`config.mk`:
```
export PLATFORM = sky130hd
export DESIGN_NAME = mstr_pwrdn_seq_flat
export DESIGN_NICKNAME = d
export VERILOG_FILES = /design/src/rtl/mstr_pwrdn_seq_if.sv /design/src/rtl/mstr_pwrdn_seq.sv /design/src/flat_wrapper.sv
export SDC_FILE = /design/constraint.sdc
export NUM_CORES = 1
export LEC_CHECK = 0
export CORE_MARGIN = 2
export CORE_UTILIZATION = 40
export CTS_BUF_LIST = sky130_fd_sc_hd__clkbuf_8 sky130_fd_sc_hd__clkbuf_16
export CTS_CLUSTER_DIAMETER = 60
export DETAILED_ROUTE_END_ITERATION = 10
export PLACE_DENSITY_LB_ADDON = 0.25
export REMOVE_ABC_BUFFERS = 1
export SETUP_SLACK_MARGIN = 0.02
export SLEW_MARGIN = 10
export SYNTH_ARGS = -nofsm -noshare
export SYNTH_HDL_FRONTEND = slang
export SYNTH_SLANG_ARGS = --single-unit
```
`constraint.sdc`:
```
create_clock -name iClk -period 4.4 [get_ports iClk]
set_input_delay 0.88 -clock iClk [delete_from_list [all_inputs] [get_ports iClk]]
set_output_delay 0.88 -clock iClk [all_outputs]
set_load 0.005 [all_outputs]
```
`src/rtl/mstr_pwrdn_seq_if.sv`:
```
// Handshake bundle between the power-down sequencer and its environment:
// request/emergency/power-good inputs plus the gate, done and fault outputs.
interface mstr_pwrdn_seq_if;
    logic       iTick_1ms;
    logic       iPwrdn_Req;
    logic       iLeak_Emergency_N;
    logic       iFan_Off_En;
    logic       iPWRGD_P12V_Nodex;
    logic       iPWRGD_P12V_AUX_FAN;
    logic       oNODEx_EN_gate;
    logic       oDevices_EN_gate;
    logic       oFAN_EN_gate;
    logic       oPwrdn_Done;
    logic       oNODEx_PWRDN_FLT;
    logic       oFAN_PWRDN_FLT;
    logic [3:0] oDBG_PWRDN_FSM_curr;

    modport master (
        output iTick_1ms, iPwrdn_Req, iLeak_Emergency_N, iFan_Off_En,
               iPWRGD_P12V_Nodex, iPWRGD_P12V_AUX_FAN,
        input  oNODEx_EN_gate, oDevices_EN_gate, oFAN_EN_gate, oPwrdn_Done,
               oNODEx_PWRDN_FLT, oFAN_PWRDN_FLT, oDBG_PWRDN_FSM_curr
    );

    modport slave (
        input  iTick_1ms, iPwrdn_Req, iLeak_Emergency_N, iFan_Off_En,
               iPWRGD_P12V_Nodex, iPWRGD_P12V_AUX_FAN,
        output oNODEx_EN_gate, oDevices_EN_gate, oFAN_EN_gate, oPwrdn_Done,
               oNODEx_PWRDN_FLT, oFAN_PWRDN_FLT, oDBG_PWRDN_FSM_curr
    );
endinterface

```
`src/rtl/mstr_pwrdn_seq.sv`:
```
// Master power-down sequencer: removes node, device and fan 12 V rails in
// reverse order with fixed delays and power-good decay timeouts.
module mstr_pwrdn_seq #(
    parameter int unsigned DLY_NODE_DEV_MS = 20,
    parameter int unsigned DLY_DEV_FAN_MS  = 150,
    parameter int unsigned PGOOD_TMO_MS    = 1000
) (
    input  logic                 iClk,
    input  logic                 iRst_n,
    mstr_pwrdn_seq_if.slave      seq_if
);

    typedef enum logic [3:0] {
        ST_IDLE     = 4'h9,
        ST_NODE_OFF = 4'h8,
        ST_NODE_DLY = 4'h6,
        ST_DEV_OFF  = 4'h4,
        ST_FAN_OFF  = 4'h2,
        ST_DONE     = 4'h0,
        ST_EMERG    = 4'he
    } state_e;

    localparam logic [15:0] NODE_DEV_N = 16'(DLY_NODE_DEV_MS);
    localparam logic [15:0] DEV_FAN_N  = 16'(DLY_DEV_FAN_MS);
    localparam logic [15:0] TMO_N      = 16'(PGOOD_TMO_MS);

    state_e      state_q, state_d;
    logic [15:0] cnt_q, cnt_d;
    logic        node_gate_q, node_gate_d;
    logic        dev_gate_q, dev_gate_d;
    logic        fan_gate_q, fan_gate_d;
    logic        done_q, done_d;
    logic        node_flt_q, node_flt_d;
    logic        fan_flt_q, fan_flt_d;

    // Next-state, delay counter and output-gate decode.
    always_comb begin
        state_d    = state_q;
        node_flt_d = node_flt_q;
        fan_flt_d  = fan_flt_q;

        if (!seq_if.iLeak_Emergency_N && (state_q != ST_EMERG)) begin
            state_d = ST_EMERG;
        end else begin
            case (state_q)
                ST_IDLE: begin
                    if (seq_if.iPwrdn_Req) begin
                        state_d    = ST_NODE_OFF;
                        node_flt_d = 1'b1;
                        fan_flt_d  = 1'b1;
                    end else begin
                        state_d = ST_IDLE;
                    end
                end
                // Power-good low takes precedence over a coincident timeout.
                ST_NODE_OFF: begin
                    if (!seq_if.iPWRGD_P12V_Nodex) begin
                        state_d = ST_NODE_DLY;
                    end else if (cnt_q >= TMO_N) begin
                        state_d    = ST_NODE_DLY;
                        node_flt_d = 1'b0;
                    end else begin
                        state_d = ST_NODE_OFF;
                    end
                end
                ST_NODE_DLY: begin
                    if (cnt_q >= NODE_DEV_N) begin
                        state_d = ST_DEV_OFF;
                    end else begin
                        state_d = ST_NODE_DLY;
                    end
                end
                ST_DEV_OFF: begin
                    if (cnt_q >= DEV_FAN_N) begin
                        state_d = seq_if.iFan_Off_En ? ST_FAN_OFF : ST_DONE;
                    end else begin
                        state_d = ST_DEV_OFF;
                    end
                end
                ST_FAN_OFF: begin
                    if (!seq_if.iPWRGD_P12V_AUX_FAN) begin
                        state_d = ST_DONE;
                    end else if (cnt_q >= TMO_N) begin
                        state_d   = ST_DONE;
                        fan_flt_d = 1'b0;
                    end else begin
                        state_d = ST_FAN_OFF;
                    end
                end
                ST_DONE: begin
                    if (!seq_if.iPwrdn_Req) begin
                        state_d = ST_IDLE;
                    end else begin
                        state_d = ST_DONE;
                    end
                end
                ST_EMERG: state_d = ST_EMERG;
                default:  state_d = ST_IDLE;
            endcase
        end

        // A tick in the entry cycle is dropped because the counter clears.
        if (state_d != state_q) begin
            cnt_d = 16'h0000;
        end else if (seq_if.iTick_1ms && (cnt_q != 16'hFFFF)) begin
            cnt_d = cnt_q + 16'h0001;
        end else begin
            cnt_d = cnt_q;
        end

        node_gate_d = 1'b1;
        dev_gate_d  = 1'b1;
        fan_gate_d  = 1'b1;
        case (state_d)
            ST_IDLE: begin
                node_gate_d = 1'b1;
                dev_gate_d  = 1'b1;
                fan_gate_d  = 1'b1;
            end
            ST_NODE_OFF, ST_NODE_DLY: begin
                node_gate_d = 1'b0;
            end
            ST_DEV_OFF: begin
                node_gate_d = 1'b0;
                dev_gate_d  = 1'b0;
            end
            ST_FAN_OFF: begin
                node_gate_d = 1'b0;
                dev_gate_d  = 1'b0;
                fan_gate_d  = 1'b0;
            end
            // Fan gate in DONE remembers whether FAN_OFF was visited.
            ST_DONE: begin
                node_gate_d = 1'b0;
                dev_gate_d  = 1'b0;
                fan_gate_d  = fan_gate_q;
            end
            ST_EMERG: begin
                node_gate_d = 1'b0;
                dev_gate_d  = 1'b0;
                fan_gate_d  = 1'b1;
            end
            default: begin
                node_gate_d = 1'b1;
                dev_gate_d  = 1'b1;
                fan_gate_d  = 1'b1;
            end
        endcase

        done_d = (state_d == ST_DONE) || (state_d == ST_EMERG);
    end

    // State, counter and all outputs registered; reset restores gates at once.
    always_ff @(posedge iClk or negedge iRst_n) begin
        if (!iRst_n) begin
            state_q     <= ST_IDLE;
            cnt_q       <= 16'h0000;
            node_gate_q <= 1'b1;
            dev_gate_q  <= 1'b1;
            fan_gate_q  <= 1'b1;
            done_q      <= 1'b0;
            node_flt_q  <= 1'b1;
            fan_flt_q   <= 1'b1;
        end else begin
            state_q     <= state_d;
            cnt_q       <= cnt_d;
            node_gate_q <= node_gate_d;
            dev_gate_q  <= dev_gate_d;
            fan_gate_q  <= fan_gate_d;
            done_q      <= done_d;
            node_flt_q  <= node_flt_d;
            fan_flt_q   <= fan_flt_d;
        end
    end

    assign seq_if.oNODEx_EN_gate      = node_gate_q;
    assign seq_if.oDevices_EN_gate    = dev_gate_q;
    assign seq_if.oFAN_EN_gate        = fan_gate_q;
    assign seq_if.oPwrdn_Done         = done_q;
    assign seq_if.oNODEx_PWRDN_FLT    = node_flt_q;
    assign seq_if.oFAN_PWRDN_FLT      = fan_flt_q;
    assign seq_if.oDBG_PWRDN_FSM_curr = state_q;

endmodule

```
`src/flat_wrapper.sv`:
```
// flat-port wrapper written by rule: the top's interface ports become plain ports
module mstr_pwrdn_seq_flat 
#(
    parameter int unsigned DLY_NODE_DEV_MS = 20,
    parameter int unsigned DLY_DEV_FAN_MS  = 150,
    parameter int unsigned PGOOD_TMO_MS    = 1000
)
  (iClk, iRst_n, seq_if_iTick_1ms, seq_if_iPwrdn_Req, seq_if_iLeak_Emergency_N, seq_if_iFan_Off_En, seq_if_iPWRGD_P12V_Nodex, seq_if_iPWRGD_P12V_AUX_FAN, seq_if_oNODEx_EN_gate, seq_if_oDevices_EN_gate, seq_if_oFAN_EN_gate, seq_if_oPwrdn_Done, seq_if_oNODEx_PWRDN_FLT, seq_if_oFAN_PWRDN_FLT, seq_if_oDBG_PWRDN_FSM_curr);
  mstr_pwrdn_seq_if seq_if_i ();
  input  logic iClk;
  input  logic iRst_n;
  input wire logic [$bits(seq_if_i.iTick_1ms)-1:0] seq_if_iTick_1ms;
  input wire logic [$bits(seq_if_i.iPwrdn_Req)-1:0] seq_if_iPwrdn_Req;
  input wire logic [$bits(seq_if_i.iLeak_Emergency_N)-1:0] seq_if_iLeak_Emergency_N;
  input wire logic [$bits(seq_if_i.iFan_Off_En)-1:0] seq_if_iFan_Off_En;
  input wire logic [$bits(seq_if_i.iPWRGD_P12V_Nodex)-1:0] seq_if_iPWRGD_P12V_Nodex;
  input wire logic [$bits(seq_if_i.iPWRGD_P12V_AUX_FAN)-1:0] seq_if_iPWRGD_P12V_AUX_FAN;
  output wire logic [$bits(seq_if_i.oNODEx_EN_gate)-1:0] seq_if_oNODEx_EN_gate;
  output wire logic [$bits(seq_if_i.oDevices_EN_gate)-1:0] seq_if_oDevices_EN_gate;
  output wire logic [$bits(seq_if_i.oFAN_EN_gate)-1:0] seq_if_oFAN_EN_gate;
  output wire logic [$bits(seq_if_i.oPwrdn_Done)-1:0] seq_if_oPwrdn_Done;
  output wire logic [$bits(seq_if_i.oNODEx_PWRDN_FLT)-1:0] seq_if_oNODEx_PWRDN_FLT;
  output wire logic [$bits(seq_if_i.oFAN_PWRDN_FLT)-1:0] seq_if_oFAN_PWRDN_FLT;
  output wire logic [$bits(seq_if_i.oDBG_PWRDN_FSM_curr)-1:0] seq_if_oDBG_PWRDN_FSM_curr;
  assign seq_if_i.iTick_1ms = seq_if_iTick_1ms;
  assign seq_if_i.iPwrdn_Req = seq_if_iPwrdn_Req;
  assign seq_if_i.iLeak_Emergency_N = seq_if_iLeak_Emergency_N;
  assign seq_if_i.iFan_Off_En = seq_if_iFan_Off_En;
  assign seq_if_i.iPWRGD_P12V_Nodex = seq_if_iPWRGD_P12V_Nodex;
  assign seq_if_i.iPWRGD_P12V_AUX_FAN = seq_if_iPWRGD_P12V_AUX_FAN;
  assign seq_if_oNODEx_EN_gate = seq_if_i.oNODEx_EN_gate;
  assign seq_if_oDevices_EN_gate = seq_if_i.oDevices_EN_gate;
  assign seq_if_oFAN_EN_gate = seq_if_i.oFAN_EN_gate;
  assign seq_if_oPwrdn_Done = seq_if_i.oPwrdn_Done;
  assign seq_if_oNODEx_PWRDN_FLT = seq_if_i.oNODEx_PWRDN_FLT;
  assign seq_if_oFAN_PWRDN_FLT = seq_if_i.oFAN_PWRDN_FLT;
  assign seq_if_oDBG_PWRDN_FSM_curr = seq_if_i.oDBG_PWRDN_FSM_curr;
  mstr_pwrdn_seq #(.DLY_NODE_DEV_MS(DLY_NODE_DEV_MS), .DLY_DEV_FAN_MS(DLY_DEV_FAN_MS), .PGOOD_TMO_MS(PGOOD_TMO_MS)) u_core (.iClk(iClk), .iRst_n(iRst_n), .seq_if(seq_if_i));
endmodule
```
==> impl_metrics.env <==
export IMPL_rows=24
export IMPL_drv_slew=0
export IMPL_vias=1466
export IMPL_avgSynthCellArea_um2=8.87
export IMPL_cts_resized=0
export IMPL_rsz0062_at_grt="false"
export IMPL_first_global_vias=1398
export IMPL_synth_top_family_by_area="simple AND/OR/NAND/NOR gates"
export IMPL_synth_compound_area_frac=0.155
export IMPL_dieArea_um2=4910
export IMPL_regArea_um2=659
export IMPL_worst_slack_ns=1.62
export IMPL_fillers=436
export IMPL_slew_headroom=0.299
export IMPL_tightest_slew_ns=1.05
export IMPL_hold_violations=0
export IMPL_synth_distinct_cells=50
export IMPL_synth_yosys_seq_area_share=0.378
export IMPL_syn_inst=197
export IMPL_dp_hpwl_mm=2.72
export IMPL_routed_via_density=5.62
export IMPL_area_delta_synth_final_pct=15.5
export IMPL_critPathLaunchType="input port"
export IMPL_root_buffer="clkbuf_8"
export IMPL_power_switching_mw=0.389
export IMPL_ys_warn_count=0
export IMPL_criticalPathCategory="in -> reg"
export IMPL_buffer_ports_inserted=17
export IMPL_drc=0
export IMPL_finalCriticalPeriod_ns=2.78
export IMPL_p_leak_nw=0.767
export IMPL_comb_power_share=0.435
export IMPL_placed_cells=257
export IMPL_routedWlPerCell_um=14.7
export IMPL_initial_core_util=0.407
export IMPL_drt_iter0_markers=83
export IMPL_path_buf_inv=1
export IMPL_swShare=0.389
export IMPL_antennaDiodeCount=0
export IMPL_finalSetupViolCount=0
export IMPL_path_delay_family="XOR/XNOR gates"
export IMPL_cp_max_fo=16
export IMPL_htree_num_levels=1
export IMPL_pwr_share_clk=0.199
export IMPL_ys_ff_latch=26
export IMPL_firstDrtPassIters=4
export IMPL_drive_gt1_frac=0.124
export IMPL_synth_fa_ha_area_frac=0.0215
export IMPL_syn_area_um2=1750
export IMPL_ios=18
export IMPL_cts_hold_buffers=0
export IMPL_path_clk_slew_ns=0.09
export IMPL_ant_nets=0
export IMPL_synthXorXnorAreaFrac=0.0845
export IMPL_die_w_um=70.1
export IMPL_nets=221
export IMPL_internal_power_mw=0.611
export IMPL_tns_ns=0
export IMPL_cts_tree="yes"
export IMPL_p_seq_frac=0.366
export IMPL_placed_area_um2=1950
export IMPL_cts_made_buffers=3
export IMPL_drt_wl_total_mm=3.83
export IMPL_core_area_um2=4290
export IMPL_fin_area_um2=2020
export IMPL_cts_sinks=26
export IMPL_end_kind="flip-flop"
export IMPL_finClkSkew_ns=0.0109
export IMPL_dpl_worst_slack_ns=1.28
export IMPL_min_period_over_period=0.633
export IMPL_holdWs_ns=0.471
export IMPL_muxShareOfSynthArea=0.00573
export IMPL_slowest_stage="xnor2_2"
export IMPL_crit_chain="clkdlybuf4s50_1 > a31o_1 > o221a_1 > and3_2 > xnor2_2 > nor3_1"
export IMPL_final_common_cell="nand2_1"
export IMPL_hold_path_class="reg -> reg"
export IMPL_maxCapViolCount=0
export IMPL_grt_use_total=0.168
export IMPL_clock_fmax_ghz=0.359
export IMPL_clock_latency_ns=0.27
export IMPL_cts_path_max_buffers=2
export IMPL_post_cts_buffers=0
export IMPL_synth_simple_area_share=0.304
export IMPL_multi_input_area_um2=996
export IMPL_die_h_um=70.1
export IMPL_final_cell_mix="nand2_1, dfrtp_1, clkdlybuf4s50_1, nor3_1"
export IMPL_grt_max_degree=24
export IMPL_worstPathArrival_ns=2.90
export IMPL_power_density_nw_per_um2=496
export IMPL_grt_ovfl_total=0
export IMPL_slowest_delay_ns=0.67
export IMPL_run_status="finished clean"
export IMPL_crit_required_ns=4.52
export IMPL_peakVddDrop_uv=231
export IMPL_antenna_found_initial=0
export IMPL_place_congestion=0.773
export IMPL_final_cells=261
export IMPL_grt_pass1_wl_mm=6.73
## power groups by stage
stage	Combinational, mW	Sequential (mW)	Clock, mW
CTS	0.444	0.366	0.205
global route	0.485	0.376	0.213
global placement	0.435	0.371	0
detailed placement	0.441	0.371	0
floorplan	0.262	0.359	0
finish	0.435	0.366	0.199
## sequential cells by signal, summed over array words and instances, names as in the netlist
signal and cells:
u_core.seq_if.oDBG_PWRDN_FSM_curr 4, u_core.seq_if.oPwrdn_Done 1, u_core.cnt_q 16, u_core.seq_if.oNODEx_EN_gate 1, u_core.seq_if.oFAN_EN_gate 1, u_core.seq_if.oDevices_EN_gate 1, u_core.seq_if.oNODEx_PWRDN_FLT 1, u_core.seq_if.oFAN_PWRDN_FLT 1
## cells by family after synthesis
logic type      after synthesis
buf+inv                      21
xor+xnor                     16
flops                        26
fa+ha+maj                     3
mux                           1
simple gates                 90
compound gates               40
## cells in the mapped netlist, drive strengths merged
master | count | area (um^2)
and4 | 2 | 17.5
xnor2 | 9 | 86.3
xor2 | 7 | 61.3
nor4 | 5 | 46.3
ha | 3 | 37.5
a2111oi | 1 | 8.76
and3 | 4 | 26.3
nor4b | 7 | 80.1
o2111a | 1 | 11.3
and2 | 1 | 6.26
nand2b | 1 | 6.26
inv | 9 | 33.8
nand2 | 25 | 93.8
nand4 | 3 | 18.8
mux2i | 1 | 10.0
a31oi | 3 | 18.8
o211a | 1 | 10.0
nand3b | 1 | 7.51
o211ai | 2 | 15.0
o221a | 1 | 11.3
o21a | 2 | 15.0
a21o | 1 | 7.51
and2b | 1 | 7.51
a31o | 2 | 17.5
or3 | 2 | 12.5
nor3 | 14 | 75.1
nand3 | 12 | 65.1
nor2b | 3 | 18.8
o311ai | 1 | 8.76
nor2 | 8 | 35.0
a41oi | 1 | 8.76
o21ai | 11 | 55.1
a21oi | 6 | 30.0
dfstp | 7 | 184
o31ai | 1 | 7.51
a211oi | 6 | 45.0
dfrtp | 19 | 475
clkbuf | 9 | 33.8
or4b | 1 | 13.8
buf | 3 | 23.8
## worst paths after layout
path	from	to	slack, ns	cells after the start
worst min register to register	u_core.seq_if.oFAN_EN_gate	u_core.seq_if.oFAN_EN_gate	0.47	2
worst min-delay path	u_core.seq_if.oFAN_EN_gate	u_core.seq_if.oFAN_EN_gate	0.47	2
worst max-delay path	seq_if_iLeak_Emergency_N	u_core.cnt_q[2]	1.62	6
worst max register to register	u_core.seq_if.oDBG_PWRDN_FSM_curr[0]	u_core.cnt_q[2]	1.86	6
min in group asynchronous	iRst_n	u_core.seq_if.oDBG_PWRDN_FSM_curr[2]	1.17	1
max in group asynchronous	iRst_n	u_core.seq_if.oNODEx_EN_gate	2.51	2
## cell type report
| type | instances | share of cell area |
|---|---|---|
| clock buffers | 3 | 0.0205 |
| well taps | 52 | 0.0322 |
| clock inverters | 1 | 0.0149 |
| repair buffers | 20 | 0.0955 |
| multi-input cells | 150 | 0.493 |
| inverters | 9 | 0.0167 |
| flip-flops and latches | 26 | 0.327 |
## layer usage
metal / GRT usage / share of wire / routed length, um
met1: 0.233 / 0.48 / 1850
met2: 0.274 / 0.48 / 1840
met5: 0 / 0 / 0
met3: 0.0274 / 0.029 / 111
met4: 0.0449 / 0.0065 / 25
## through the flow
| step | power (mW) | utilization |
|---|---|---|
| 2_1_floorplan | 0.621 | - |
| 3_3_place_gp | 0.807 | 0.453 |
| 3_5_place_dp | 0.812 | 0.453 |
| 4_1_cts | 1.02 | 0.470 |
| 5_1_grt | 1.07 | 0.470 |
| 6_report | 1.00 | 0.470 |
## worst min-delay path, stage by stage, from the launching register on
cell and delay (ns):
dfstp_2 0.38, nand2_1 0.05, nand2_1 0.05
Note: power is estimated with default switching activity, not from simulation.
